`src/rtl/ex_mem_stage.sv`:
```
// EX/MEM stage: registers ALU results, resolves branches/JAL into PC redirects,
// and runs LW/SW through a req/ack data-memory port, stalling execute meanwhile.
module ex_mem_stage #(
  parameter int          DBITS      = 32,
  parameter int          REGNOBITS  = 4,
  parameter int          OPCODEBITS = 5,
  parameter logic [31:0] INSTSIZE   = 32'd4
) (
  input  logic                  CLK,
  input  logic                  RESET_N,
  input  logic                  IN_VALID,
  output logic                  IN_READY,
  input  logic [OPCODEBITS-1:0] OPCODE,
  input  logic                  ALUR,
  input  logic [DBITS-1:0]      ALUOUT,
  input  logic                  Z,
  input  logic [DBITS-1:0]      PCPLUS4,
  input  logic [DBITS-1:0]      BRTARGET,
  input  logic [DBITS-1:0]      STDATA,
  input  logic [REGNOBITS-1:0]  DSTREG,
  output logic                  MEM_REQ,
  output logic                  MEM_WE,
  output logic [DBITS-1:0]      MEM_ADDR,
  output logic [DBITS-1:0]      MEM_WDATA,
  input  logic                  MEM_ACK,
  input  logic [DBITS-1:0]      MEM_RDATA,
  output logic                  WB_EN,
  output logic [REGNOBITS-1:0]  WB_REG,
  output logic [DBITS-1:0]      WB_DATA,
  output logic                  PC_REDIRECT,
  output logic [DBITS-1:0]      PC_TARGET,
  output logic                  ILLEGAL
);

  localparam logic [OPCODEBITS-1:0] OP_ADDI = OPCODEBITS'(5'b11000);
  localparam logic [OPCODEBITS-1:0] OP_ANDI = OPCODEBITS'(5'b11100);
  localparam logic [OPCODEBITS-1:0] OP_ORI  = OPCODEBITS'(5'b11101);
  localparam logic [OPCODEBITS-1:0] OP_XORI = OPCODEBITS'(5'b11110);
  localparam logic [OPCODEBITS-1:0] OP_BEQ  = OPCODEBITS'(5'b10000);
  localparam logic [OPCODEBITS-1:0] OP_BLT  = OPCODEBITS'(5'b10001);
  localparam logic [OPCODEBITS-1:0] OP_BLE  = OPCODEBITS'(5'b10010);
  localparam logic [OPCODEBITS-1:0] OP_BNE  = OPCODEBITS'(5'b10011);
  localparam logic [OPCODEBITS-1:0] OP_JAL  = OPCODEBITS'(5'b10111);
  localparam logic [OPCODEBITS-1:0] OP_LW   = OPCODEBITS'(5'b01010);
  localparam logic [OPCODEBITS-1:0] OP_SW   = OPCODEBITS'(5'b01110);

  // JAL targets are forced onto an instruction boundary
  localparam logic [DBITS-1:0] JAL_MASK = ~(DBITS'(INSTSIZE) - DBITS'(1));

  typedef enum logic {IDLE, MEM_WAIT} state_t;

  state_t               state;
  logic [REGNOBITS-1:0] load_reg;

  always_ff @(posedge CLK or negedge RESET_N) begin
    if (!RESET_N) begin
      state       <= IDLE;
      load_reg    <= '0;
      IN_READY    <= 1'b0;
      MEM_REQ     <= 1'b0;
      MEM_WE      <= 1'b0;
      MEM_ADDR    <= '0;
      MEM_WDATA   <= '0;
      WB_EN       <= 1'b0;
      WB_REG      <= '0;
      WB_DATA     <= '0;
      PC_REDIRECT <= 1'b0;
      PC_TARGET   <= '0;
      ILLEGAL     <= 1'b0;
    end else begin
      WB_EN       <= 1'b0;
      PC_REDIRECT <= 1'b0;
      case (state)
        IDLE: begin
          IN_READY <= 1'b1;
          if (IN_VALID && IN_READY) begin
            if (ALUR) begin
              WB_EN   <= 1'b1;
              WB_REG  <= DSTREG;
              WB_DATA <= ALUOUT;
            end else begin
              case (OPCODE)
                OP_ADDI, OP_ANDI, OP_ORI, OP_XORI: begin
                  WB_EN   <= 1'b1;
                  WB_REG  <= DSTREG;
                  WB_DATA <= ALUOUT;
                end
                OP_BEQ, OP_BLT, OP_BLE, OP_BNE: begin
                  if (Z) begin
                    PC_REDIRECT <= 1'b1;
                    PC_TARGET   <= BRTARGET;
                  end
                end
                OP_JAL: begin
                  WB_EN       <= 1'b1;
                  WB_REG      <= DSTREG;
                  WB_DATA     <= PCPLUS4;
                  PC_REDIRECT <= 1'b1;
                  PC_TARGET   <= ALUOUT & JAL_MASK;
                end
                OP_LW, OP_SW: begin
                  // Misaligned word accesses never reach memory
                  if (ALUOUT[1:0] != 2'b00) begin
                    ILLEGAL <= 1'b1;
                  end else begin
                    MEM_REQ  <= 1'b1;
                    MEM_WE   <= (OPCODE == OP_SW);
                    MEM_ADDR <= ALUOUT;
                    if (OPCODE == OP_SW) MEM_WDATA <= STDATA;
                    load_reg <= DSTREG;
                    IN_READY <= 1'b0;
                    state    <= MEM_WAIT;
                  end
                end
                default: ILLEGAL <= 1'b1;
              endcase
            end
          end
        end
        MEM_WAIT: begin
          if (MEM_ACK) begin
            MEM_REQ  <= 1'b0;
            IN_READY <= 1'b1;
            state    <= IDLE;
            if (!MEM_WE) begin
              WB_EN   <= 1'b1;
              WB_REG  <= load_reg;
              WB_DATA <= MEM_RDATA;
            end
          end
        end
        default: state <= IDLE;
      endcase
    end
  end

endmodule

```
`config.mk`:
```
export PLATFORM = sky130hd
export DESIGN_NAME = ex_mem_stage
export DESIGN_NICKNAME = d
export VERILOG_FILES = /design/src/rtl/ex_mem_stage.sv
export SDC_FILE = /design/constraint.sdc
export NUM_CORES = 1
export LEC_CHECK = 0
export ABC_AREA = 1
export BUFFER_PORTS_ARGS = -buffer_cell sky130_fd_sc_hd__buf_4
export CAP_MARGIN = 25
export CELL_PAD_IN_SITES_DETAIL_PLACEMENT = 1
export CELL_PAD_IN_SITES_GLOBAL_PLACEMENT = 2
export CORE_MARGIN = 3
export CORE_UTILIZATION = 27
export CTS_CLUSTER_DIAMETER = 30
export DETAILED_ROUTE_END_ITERATION = 16
export MAX_ROUTING_LAYER = met4
export PLACE_DENSITY = 0.88
export SYNTH_ARGS = -nofsm -noshare
export SYNTH_HDL_FRONTEND = slang
export SYNTH_SLANG_ARGS = --single-unit
export TNS_END_PERCENT = 20
```
`constraint.sdc`:
```
create_clock -name CLK -period 3.3 [get_ports CLK]
set_input_delay 0.495 -clock CLK [delete_from_list [all_inputs] [get_ports CLK]]
set_output_delay 0.495 -clock CLK [all_outputs]
set_load 0.1 [all_outputs]
```
==> results of run 1 <==
## power by group through the flow
| stage | clock network (mW) | registers, mW | logic [mW] |
|---|---|---|---|
| after CTS | 2.15 | 2.12 | 2.65 |
| final | 2.09 | 2.12 | 2.62 |
| after floorplan | 0 | 3.73 | 0.315 |
| after global placement | 0 | 2.15 | 2.63 |
| after global routing | 2.22 | 2.15 | 2.74 |
| after detailed placement | 0 | 2.15 | 2.65 |
## repair_timing
action	in CTS	in global routing
hold endpoints to repair	30	0
hold buffers	1	0
resized for setup	0	0
## worst max path at each step
| stage | startpoint | endpoint | slack, ns | depth (start not counted) |
|---|---|---|---|---|
| floorplan | IN_READY | MEM_WDATA[10] | 1.22 | 8 |
| global placement | OPCODE[2] | WB_DATA[12] | 0.76 | 9 |
| detailed placement | OPCODE[2] | WB_DATA[14] | 0.71 | 9 |
| CTS | OPCODE[2] | WB_DATA[5] | 1.15 | 9 |
| global route | OPCODE[2] | WB_DATA[15] | 0.91 | 9 |
| finish | OPCODE[2] | WB_DATA[5] | 1.12 | 9 |
## area by class of cell
| class | instances | area [µm²] | area share |
|---|---|---|---|
| inverter | 85 | 319 | 0.0314 |
| timing repair buffer | 327 | 2490 | 0.244 |
| clock inverter | 13 | 185 | 0.0182 |
| tap | 330 | 413 | 0.0406 |
| multi-input combinational | 640 | 2750 | 0.270 |
| clock buffer | 19 | 443 | 0.0435 |
| sequential | 143 | 3580 | 0.352 |
## logic make-up (layout without fill, tap and decap cells)
logic type	after synthesis	count (layout)	share of synthesized area
AO/OA/AOI/OAI	78	78	0.0595
buffers and inverters	141	444	0.0911
flip-flops	143	143	0.514
AND/OR/NAND/NOR	562	562	0.335
## stage by stage
stage / hold slack, ns / area, µm² / total power, mW / setup slack, ns / utilization
CTS: 0.282 / 10200 / 6.93 / 1.15 / 0.403
global route: 0.307 / 10200 / 7.12 / 0.913 / 0.403
global placement: 0.446 / 9520 / 4.77 / 0.765 / 0.377
floorplan: 0.199 / 6960 / 4.04 / 1.22 / -
finish: 0.306 / 10200 / 6.84 / 1.12 / 0.403
detailed placement: 0.441 / 9540 / 4.80 / 0.708 / 0.378
## per-layer routing
metal	vias up	GRT usage
met2	226	0.345
met3	22	0.0579
met1	3410	0.251
met4	0	0.0542
li1	3467	-
met5	-	-
## worst min-delay path, stage by stage
cell                      delay, ns
sky130_fd_sc_hd__buf_4         0.08
sky130_fd_sc_hd__nand3_1       0.06
sky130_fd_sc_hd__nand2_1       0.06
## placed cells by master, fill, tap and decap left out, types with 2 or more instances in the layout
cell | Yosys | layout
sky130_fd_sc_hd__buf_12 | 0 | 2
sky130_fd_sc_hd__buf_4 | 4 | 323
sky130_fd_sc_hd__bufinv_16 | 0 | 4
sky130_fd_sc_hd__clkbuf_16 | 0 | 17
sky130_fd_sc_hd__clkinv_1 | 2 | 2
sky130_fd_sc_hd__clkinv_2 | 0 | 3
sky130_fd_sc_hd__clkinv_4 | 0 | 2
sky130_fd_sc_hd__clkinvlp_4 | 0 | 2
sky130_fd_sc_hd__dfrtp_1 | 143 | 143
sky130_fd_sc_hd__inv_1 | 78 | 78
sky130_fd_sc_hd__inv_2 | 5 | 5
sky130_fd_sc_hd__inv_6 | 0 | 2
sky130_fd_sc_hd__nand2_1 | 403 | 403
sky130_fd_sc_hd__nand2_2 | 6 | 6
sky130_fd_sc_hd__nand3_1 | 140 | 140
sky130_fd_sc_hd__nor2_1 | 6 | 6
sky130_fd_sc_hd__nor2_4 | 2 | 2
sky130_fd_sc_hd__o21ai_0 | 38 | 38
sky130_fd_sc_hd__o21ai_1 | 35 | 35
==> results.md, run 1 <==
Power
• 3.82 mW — internal power
• 3.02 mW — net switching power figure
• 0.310 — sequential fraction of design power
• 0.384 — power share of the combinational group
• 0.442 — switch share
• 672 nW/µm² — areal power density over the cells
• 5.84 nW — Pleak
• 0.306 — clock network fraction of total power
• 0.000406 V — Peak supply drop

CTS
• 0.06 ns — clock transition at the registers of the reported paths
• 4 — number of levels in the clock H-tree
• 17 — TritonCTS buffer count
• 0 — post-CTS setup buffer count
• 0.42 ns — clock insertion delay at the later pin of the skew report
• sky130_fd_sc_hd__clkbuf_16 — root cell of the clock tree
• 143 — clock sink count
• 2 — Bufs on Longest Clock Path
• built — clock tree from TritonCTS

Logic synthesis
• sky130_fd_sc_hd__dfrtp_1, sky130_fd_sc_hd__nand2_1, sky130_fd_sc_hd__nand3_1 — cell types occupying the most area after synthesis
• 924 — Post-Syn Instances
• 7.54 µm² — Avg Inst Size Synth
• 0.514 — top-area cell type share of the netlist area
• 0 — number of warnings reported in the yosys synthesis log
• sky130_fd_sc_hd__dfrtp_1 — Post-synth top flop
• sky130_fd_sc_hd__dfrtp_1 — top cell type by total area after synthesis
• sky130_fd_sc_hd__nand2_1, sky130_fd_sc_hd__dfrtp_1, sky130_fd_sc_hd__nand3_1 — most frequent cells after synthesis
• 1.00 — share of async-settable or async-resettable flops after synthesis
• sky130_fd_sc_hd__nand2_1 — most instantiated library cell after synthesis
• 0 — number of flops mapped to enable cells by yosys
• 25 — number of unique standard cell types used by synthesis
• 6960 µm² — Post-Synthesis Cell Area
• 143 — total of flip-flops plus latches after synthesis
• 0.514 — post-synthesis sequential area ratio
• 1099 — Synthesized Nets

Placed design
• 21300 µm — total half-perimeter wirelength after legalization and detailed placement
• 1524 — Placed Cells
• 312 — number of input and output port buffers inserted
• 0.804 — weighted congestion at the end of routability-driven global placement

STA
• no — unrepaired setup endpoints after global routing
• 0.754 ns — transition time of the tightest slew-check pin
• 0 — Pins Over Slew Limit
• 2.18 ns — minimum clock period after layout
• 0 ns — Setup TNS Final
• 0 — setup violators final
• 0.460 GHz — maximum clock rate
• 0.494 — tightest slew margin relative to the limit
• 0.659 — Final Cycle Share
• 0 — Final Hold Fails
• 0.0132 ns — maximum clock skew at final layout

Worst setup path
• 1.23 ns — flop2flop setup slack
• 36 — critical-path maximum fanout
• input port — type of origin of the critical path
• 8 — worst reg2reg path depth
• 0.43 ns — worst stage delay on the critical path
• WB_DATA[5] — capturing point of the worst reg2reg path
• sky130_fd_sc_hd__nand2_2 — Crit path top cell by count
• 3.60 ns — CP Data Required Time
• flop — crit end category
• buf_4, nand2_2, inv_2, nand2_2, nand2_2, o21ai_4, nand2_4, nand2_1, nand2_1 — cell breakdown of the critical path
• simple AND/OR/NAND/NOR gates — family with the most delay on the worst path
• 2.48 ns — CP arrival
• 2 — count of buffering cells on the critical path with inverters included
• sky130_fd_sc_hd__o21ai_4 — critical path's slowest cell
• state — worst reg2reg path startpoint
• in -> reg — CP Class

Route
• 0 — Residual DRC
• 11900 µm — DRT met1 WL
• 369 — First DRT Iteration DRCs
• 18.1 µm — WL per Instance
• 4 — 1st-pass router iterations
• 7125 — Via Count
• 2080 µm — met3 wirelength from detailed routing
• 4.58 — via density per instance
• 28200 µm — DRT Wirelength
• met4 — Max Used Layer
• 0 — antenna-violating nets left
• 13800 µm — wire length on met2

Cells and area
• 46.1% — post-synthesis to final-layout area growth
• 3141 — layout filler cell count
• 1389 — nets
• 0 — number of diodes
• 0.307 — proportion of layout cells with a drive suffix above 1
• 1557 — count of non-filler cells in the finished layout

Outcome
• complete, no violations — result of the run

Die
• 167 µm — floorplan die width
• 27800 µm² — overall die area
• 25300 µm² — core footprint
• 58 — Cell Rows
• 313 — number of placed I/O pins
• 167 µm — Die Span Y
• 0.276 — initial cell density of the core

GRT
• 73 — largest net degree at the start of global routing
• 0 — leftover overflow at the end of global routing
• 0 — antenna violations before repair
• 44100 µm — first-pass GRT wire length
• 0.208 — total global routing track utilization
• 7620 — via count of the first global-routing pass

Hold path
• in -> reg — Hold WC Path Type
• 3 — WHS Path Cells
• STDATA[13] — Hold Startpoint
• MEM_WDATA[13] — capture endpoint of the worst hold path

Job
• 0 — maxcap violations

No activity file was read; power rests on OpenSTA's default activity.
==> run 2: changes to the inputs <==
- CORE_UTILIZATION: 27 -> 25
- PLACE_DENSITY: 0.88 -> 0.82
- clock period: 3.3 -> 2.1 ns (I/O delays scaled with it)
==> run 2 against run 1 <==
Against the previous run:
- clock power up 39%
- worst setup slack worse by 0.65 ns
- hold slack worse by 0.18 ns
- total power up 52%
- largest cell class unchanged
- highest routed layer unchanged
==> results.md, run 2 (same netlist as run 1, synthesis figures left out) <==
CTS
• sky130_fd_sc_hd__clkbuf_16 — root cell of the clock tree
• 0 — post-CTS setup buffer count
• 143 — clock sink count
• 2 — Bufs on Longest Clock Path
• 0.07 ns — clock transition at the registers of the reported paths
• 4 — number of levels in the clock H-tree
• 17 — TritonCTS buffer count
• built — clock tree from TritonCTS
• 0.42 ns — clock insertion delay at the later pin of the skew report

Cells and area
• 3580 µm² — Sequential cell area
• 2750 µm² — multi-input logic area
• sky130_fd_sc_hd__nand2_1, sky130_fd_sc_hd__buf_4, sky130_fd_sc_hd__dfrtp_1 — commonest cells after routing, fill and taps aside
• 47.6% — post-synthesis to final-layout area growth
• 0.378 — utilization after layout
• 0.315 — proportion of layout cells with a drive suffix above 1
• 1402 — nets
• sky130_fd_sc_hd__nand2_1 — most common cell after layout, fill and taps aside
• 3373 — layout filler cell count

STA
• 0.517 ns — transition time of the tightest slew-check pin
• 0 — Pins Over Slew Limit
• 0.656 — tightest slew margin relative to the limit
• 1.62 ns — minimum clock period after layout
• 0.773 — Final Cycle Share
• 0.0122 ns — maximum clock skew at final layout
• 0.477 ns — fin worst setup slack
• 0.616 GHz — maximum clock rate
• 0 — Final Hold Fails
• 0 ns — Setup TNS Final
• 0.130 ns — minimum hold slack
• 0 — setup violators final
• no — unrepaired setup endpoints after global routing

Die
• 173 µm — Die Span Y
• 0.256 — initial cell density of the core
• 313 — number of placed I/O pins
• 60 — Cell Rows
• 173 µm — floorplan die width
• 29900 µm² — overall die area
• 27200 µm² — core footprint

Route
• 433 — First DRT Iteration DRCs
• 29000 µm — DRT Wirelength
• 4.39 — via density per instance
• 5 — 1st-pass router iterations
• 0 — antenna-violating nets left
• 0 — Residual DRC
• 7074 — Via Count
• 18.0 µm — WL per Instance

Worst setup path
• 2.46 ns — CP Data Required Time
• 1.98 ns — CP arrival
• 8 — worst reg2reg path depth
• 24 — critical-path maximum fanout
• flop — type of origin of the critical path
• reg -> reg — CP Class
• flop — crit end category

Placed design
• 0.861 — weighted congestion at the end of routability-driven global placement
• 22200 µm — total half-perimeter wirelength after legalization and detailed placement
• 0.348 ns — Setup Slack @ Placement
• 312 — number of input and output port buffers inserted

Job
• 0 — maxcap violations

GRT
• 44600 µm — first-pass GRT wire length
• 63 — largest net degree at the start of global routing
• 0 — leftover overflow at the end of global routing
• 7343 — via count of the first global-routing pass
• 1 — antenna violations before repair
• 0.197 — total global routing track utilization

Power
• 0.000603 V — Peak supply drop
• 5.86 nW — Pleak
• 1010 nW/µm² — areal power density over the cells
• 10.4 mW — overall power of the completed layout

Hold path
• 3 — WHS Path Cells
• in -> reg — Hold WC Path Type

Outcome
• complete, no violations — result of the run

-- run 2: changes by cell type in the layout (fill, tap and decap cells not counted), sizes merged --
cell,delta
clkbuf,-1
diode,+1
clkinv,-1
clkinvlp,+1
inv,+5
bufinv,-4
buf,+13
-- run 2: area by class of cell --
| type | instances | area share |
|---|---|---|
| tap | 372 | 0.0453 |
| sequential | 143 | 0.348 |
| antenna | 1 | 0.000244 |
| clock buffer | 18 | 0.0418 |
| inverter | 85 | 0.0310 |
| clock inverter | 14 | 0.0119 |
| timing repair buffer | 340 | 0.254 |
| multi-input combinational | 640 | 0.268 |
-- run 2: power by group --
part / total, mW / switching (mW) / internal [mW] / leakage, nW
registers: 3.31 / 0.206 / 3.10 / 1.86
clock network: 2.90 / 1.34 / 1.55 / 0.264
logic: 4.17 / 3.29 / 0.879 / 3.74
total: 10.4 / 4.84 / 5.54 / 5.86
-- run 2: final timing paths --
path / from / to / slack [ns]
min reg2reg: PC_TARGET[4] / PC_TARGET[4] / 0.48
max: state / PC_TARGET[11] / 0.48
max in group asynchronous: RESET_N / PC_TARGET[15] / 0.97
max reg2reg: state / PC_TARGET[11] / 0.48
min: STDATA[26] / MEM_WDATA[26] / 0.13
min in group asynchronous: RESET_N / MEM_WDATA[21] / 0.42
-- run 2: critical path, stage by stage, from the launching register on --
cell and delay [ns]:
sky130_fd_sc_hd__dfrtp_1 0.45, sky130_fd_sc_hd__nor2_4 0.19, sky130_fd_sc_hd__nand2_2 0.10, sky130_fd_sc_hd__inv_1 0.11, sky130_fd_sc_hd__nand2_2 0.17, sky130_fd_sc_hd__inv_2 0.21
sky130_fd_sc_hd__buf_12 0.19, sky130_fd_sc_hd__nand2_1 0.08, sky130_fd_sc_hd__nand2_1 0.06
-- run 2: through the flow --
step                area, µm²  std cells
CTS                     10300       1612
global route            10300       1613
global placement         9710       1579
detailed placement       9710       1579
finish                  10300       1613
floorplan                6960        924
-- run 2: layer usage --
layer	track usage	routed length (µm)	vias to the layer above
met5	-	0	-
met4	0.0689	779	0
met3	0.0362	1260	38
met2	0.304	13700	181
met1	0.260	13300	3363
li1	-	-	3492
-- run 2: repair_timing --
item / CTS / global route
hold endpoints to repair: 45 / 0
endpoints found under the setup margin: 0 / 0
gates resized for setup: 0 / 0
hold buffers: 1 / 0
==> run 3: changes to the inputs <==
- ABC_AREA: 1 -> 0
- CORE_UTILIZATION: 25 -> 29
- clock period: 2.1 -> 1.6 ns (I/O delays scaled with it)
==> run 3 against run 2 <==
Against the previous run:
- the run now ends with negative setup slack left
- cell count decreased by 25%
- cell area increased by 3.1%
- non-clock buffer count increased by 18
- critical endpoint is now WB_DATA[5]
- count of clock-buffer cells in the layout unchanged
- highest routed layer unchanged
- clock skew increased by 0.00050 ns
- synthesized area decreased by 0.86%
- critical path depth decreased by 3
- hold slack got worse by 0.093 ns
- worst setup slack got worse by 0.69 ns
- flip-flop and latch count unchanged
- combinational power increased by 39%
==> results.md, run 3 <==
GRT
• 0 — leftover overflow at the end of global routing
• 37700 µm — first-pass GRT wire length
• 0.324 — met2 Track Usage GR
• 57 — largest net degree at the start of global routing
• 0.232 — routing usage on met1
• met2 — peak-usage layer in the global routing report
• 1 — antenna violations before repair
• 6485 — via count of the first global-routing pass
• 0.195 — total global routing track utilization
• 0.0511 — met3 Usage GRT

STA
• 0.676 — tightest slew margin relative to the limit
• -0.215 ns — fin worst setup slack
• yes — unrepaired setup endpoints after global routing
• 0 — Pins Over Slew Limit
• 105 — setup violators final
• 0 — Final Hold Fails
• -16.67 ns — Setup TNS Final
• 0.0375 ns — minimum hold slack
• 0.486 ns — transition time of the tightest slew-check pin
• 0.551 GHz — maximum clock rate
• 0.0127 ns — maximum clock skew at final layout
• 1.13 — Final Cycle Share
• 1.81 ns — minimum clock period after layout

CTS
• 17 — TritonCTS buffer count
• built — clock tree from TritonCTS
• 143 — clock sink count
• 4 — number of levels in the clock H-tree
• 0.07 ns — clock transition at the registers of the reported paths
• 2 — Bufs on Longest Clock Path
• 0.42 ns — clock insertion delay at the later pin of the skew report
• sky130_fd_sc_hd__clkbuf_16 — root cell of the clock tree

Cells and area
• 53.4% — post-synthesis to final-layout area growth
• sky130_fd_sc_hd__buf_4 — most common cell after layout, fill and taps aside
• 0.461 — utilization after layout
• 1057 — nets
• 2514 — layout filler cell count
• sky130_fd_sc_hd__buf_4, sky130_fd_sc_hd__dfrtp_1, sky130_fd_sc_hd__mux2_4 — commonest cells after routing, fill and taps aside
• 0.583 — proportion of layout cells with a drive suffix above 1
• 10600 µm² — final instance area

Route
• 5692 — Via Count
• 24600 µm — DRT Wirelength
• 0 — Residual DRC
• 4 — 1st-pass router iterations
• 4.71 — via density per instance
• 0 — antenna-violating nets left
• 175 — First DRT Iteration DRCs
• 20.3 µm — WL per Instance

Logic synthesis
• 1.00 — share of async-settable or async-resettable flops after synthesis
• 36 — number of unique standard cell types used by synthesis
• sky130_fd_sc_hd__dfrtp_1 — top cell type by total area after synthesis
• sky130_fd_sc_hd__dfrtp_1, sky130_fd_sc_hd__nand2_1, sky130_fd_sc_hd__mux2_4 — most frequent cells after synthesis
• 12.6 µm² — Avg Inst Size Synth
• 6900 µm² — Post-Synthesis Cell Area
• sky130_fd_sc_hd__dfrtp_1 — Post-synth top flop
• 724 — Synthesized Nets
• 0 — number of flops mapped to enable cells by yosys
• sky130_fd_sc_hd__dfrtp_1 — most instantiated library cell after synthesis
• sky130_fd_sc_hd__dfrtp_1, sky130_fd_sc_hd__mux2_4, sky130_fd_sc_hd__mux2_2 — cell types occupying the most area after synthesis
• 143 — total of flip-flops plus latches after synthesis
• 0.518 — post-synthesis sequential area ratio
• 0 — number of warnings reported in the yosys synthesis log
• 549 — Post-Syn Instances
• 0.518 — top-area cell type share of the netlist area

Die
• 160 µm — Die Span Y
• 0.300 — initial cell density of the core
• 313 — number of placed I/O pins
• 55 — Cell Rows
• 23000 µm² — core footprint
• 25700 µm² — overall die area
• 160 µm — floorplan die width

Worst setup path
• 2.12 ns — CP arrival
• 2 — count of buffering cells on the critical path with inverters included
• 1.90 ns — CP Data Required Time
• buf_4, nand4b_1, o21ai_4, clkbuf_16, mux2_2 — cell breakdown of the critical path
• sky130_fd_sc_hd__dfrtp_4 — critical path's slowest cell
• flop — crit end category
• reg -> reg — CP Class
• 13 — critical-path maximum fanout
• flip-flops — family with the most delay on the worst path
• flop — type of origin of the critical path
• 0.48 ns — worst stage delay on the critical path

Placed design
• 9850 µm² — DP Area
• 312 — number of input and output port buffers inserted
• 0.774 — weighted congestion at the end of routability-driven global placement
• 18100 µm — total half-perimeter wirelength after legalization and detailed placement

Outcome
• finished, violations left — result of the run
• negative setup slack — violations in the final reports

Power
• 0.000593 V — Peak supply drop
• 1340 nW/µm² — areal power density over the cells
• 5.24 nW — Pleak
• 14.2 mW — overall power of the completed layout

Hold path
• in -> reg — Hold WC Path Type

Job
• 0 — maxcap violations

## run 3: cell types whose count changed in the layout (fill, tap and decap cells not counted), moves of 7 or more
cell / before / now
sky130_fd_sc_hd__o21ai_0: 38 / 1
sky130_fd_sc_hd__o311ai_0: 0 / 27
sky130_fd_sc_hd__nand4b_1: 0 / 33
sky130_fd_sc_hd__mux2_2: 0 / 50
sky130_fd_sc_hd__nand3_1: 140 / 1
sky130_fd_sc_hd__buf_4: 334 / 341
sky130_fd_sc_hd__inv_1: 78 / 35
sky130_fd_sc_hd__nand2_1: 403 / 67
sky130_fd_sc_hd__mux2_4: 0 / 70
sky130_fd_sc_hd__mux2_1: 0 / 18
## run 3: cells by family (layout without fill, tap and decap cells)
family                 Yosys count  after routing  share of synthesized area
AOI/OAI and AO/OA               70             70                     0.0720
buffers and inverters           79            425                     0.0535
DFF                            143            143                      0.518
muxes                          138            138                      0.257
other                            0              1                          0
and+or+nand+nor                119            119                     0.0995
## run 3: layout make-up
class	count	area [µm²]	area share
Antenna cell	1	2.50	0.000236
Clock buffer	18	439	0.0415
Clock inverter	14	145	0.0137
Inverter	35	131	0.0124
Multi-Input combinational cell	327	3030	0.286
Sequential cell	143	3590	0.339
Tap cell	313	392	0.0370
Timing Repair Buffer	358	2860	0.270
## run 3: per-layer routing
layer	up-vias	wire, µm
met3	30	1460
met5	-	0
met4	0	539
li1	2630	-
met2	204	12200
met1	2828	10300
## run 3: timing repair
| action | CTS | global route |
|---|---|---|
| endpoints found under the setup margin | 131 | 131 |
| pin swaps | 1 | 1 |
| setup buffers | 1 | 0 |
| resized for setup | 12 | 13 |
| hold buffers | 1 | 0 |
| endpoints found under the hold margin | 25 | 0 |
| cloned | 1 | 1 |
## run 3: power by group
group | internal [mW] | switching, mW
sequential | 4.10 | 0.286
clock | 2.25 | 1.77
combinational | 1.50 | 4.31
## run 3: stage by stage
stage / worst slack [ns] / instances
finish: -0.215 / 1209
detailed placement: -0.276 / 1172
floorplan: -0.384 / 549
global route: -0.275 / 1209
CTS: -0.219 / 1207
global placement: -0.286 / 1172
## run 3: worst paths after layout
kind / startpoint / endpoint / slack (ns) / depth (start not counted)
hold / removal: STDATA[1] / MEM_WDATA[1] / 0.04 / 2
min in group asynchronous: RESET_N / PC_TARGET[19] / 0.29 / 2
setup reg to reg: state / WB_DATA[5] / -0.21 / 5
setup / recovery: state / WB_DATA[5] / -0.21 / 5
hold reg to reg: WB_REG[1] / WB_REG[1] / 0.49 / 1
max in group asynchronous: RESET_N / MEM_ADDR[17] / 0.74 / 3
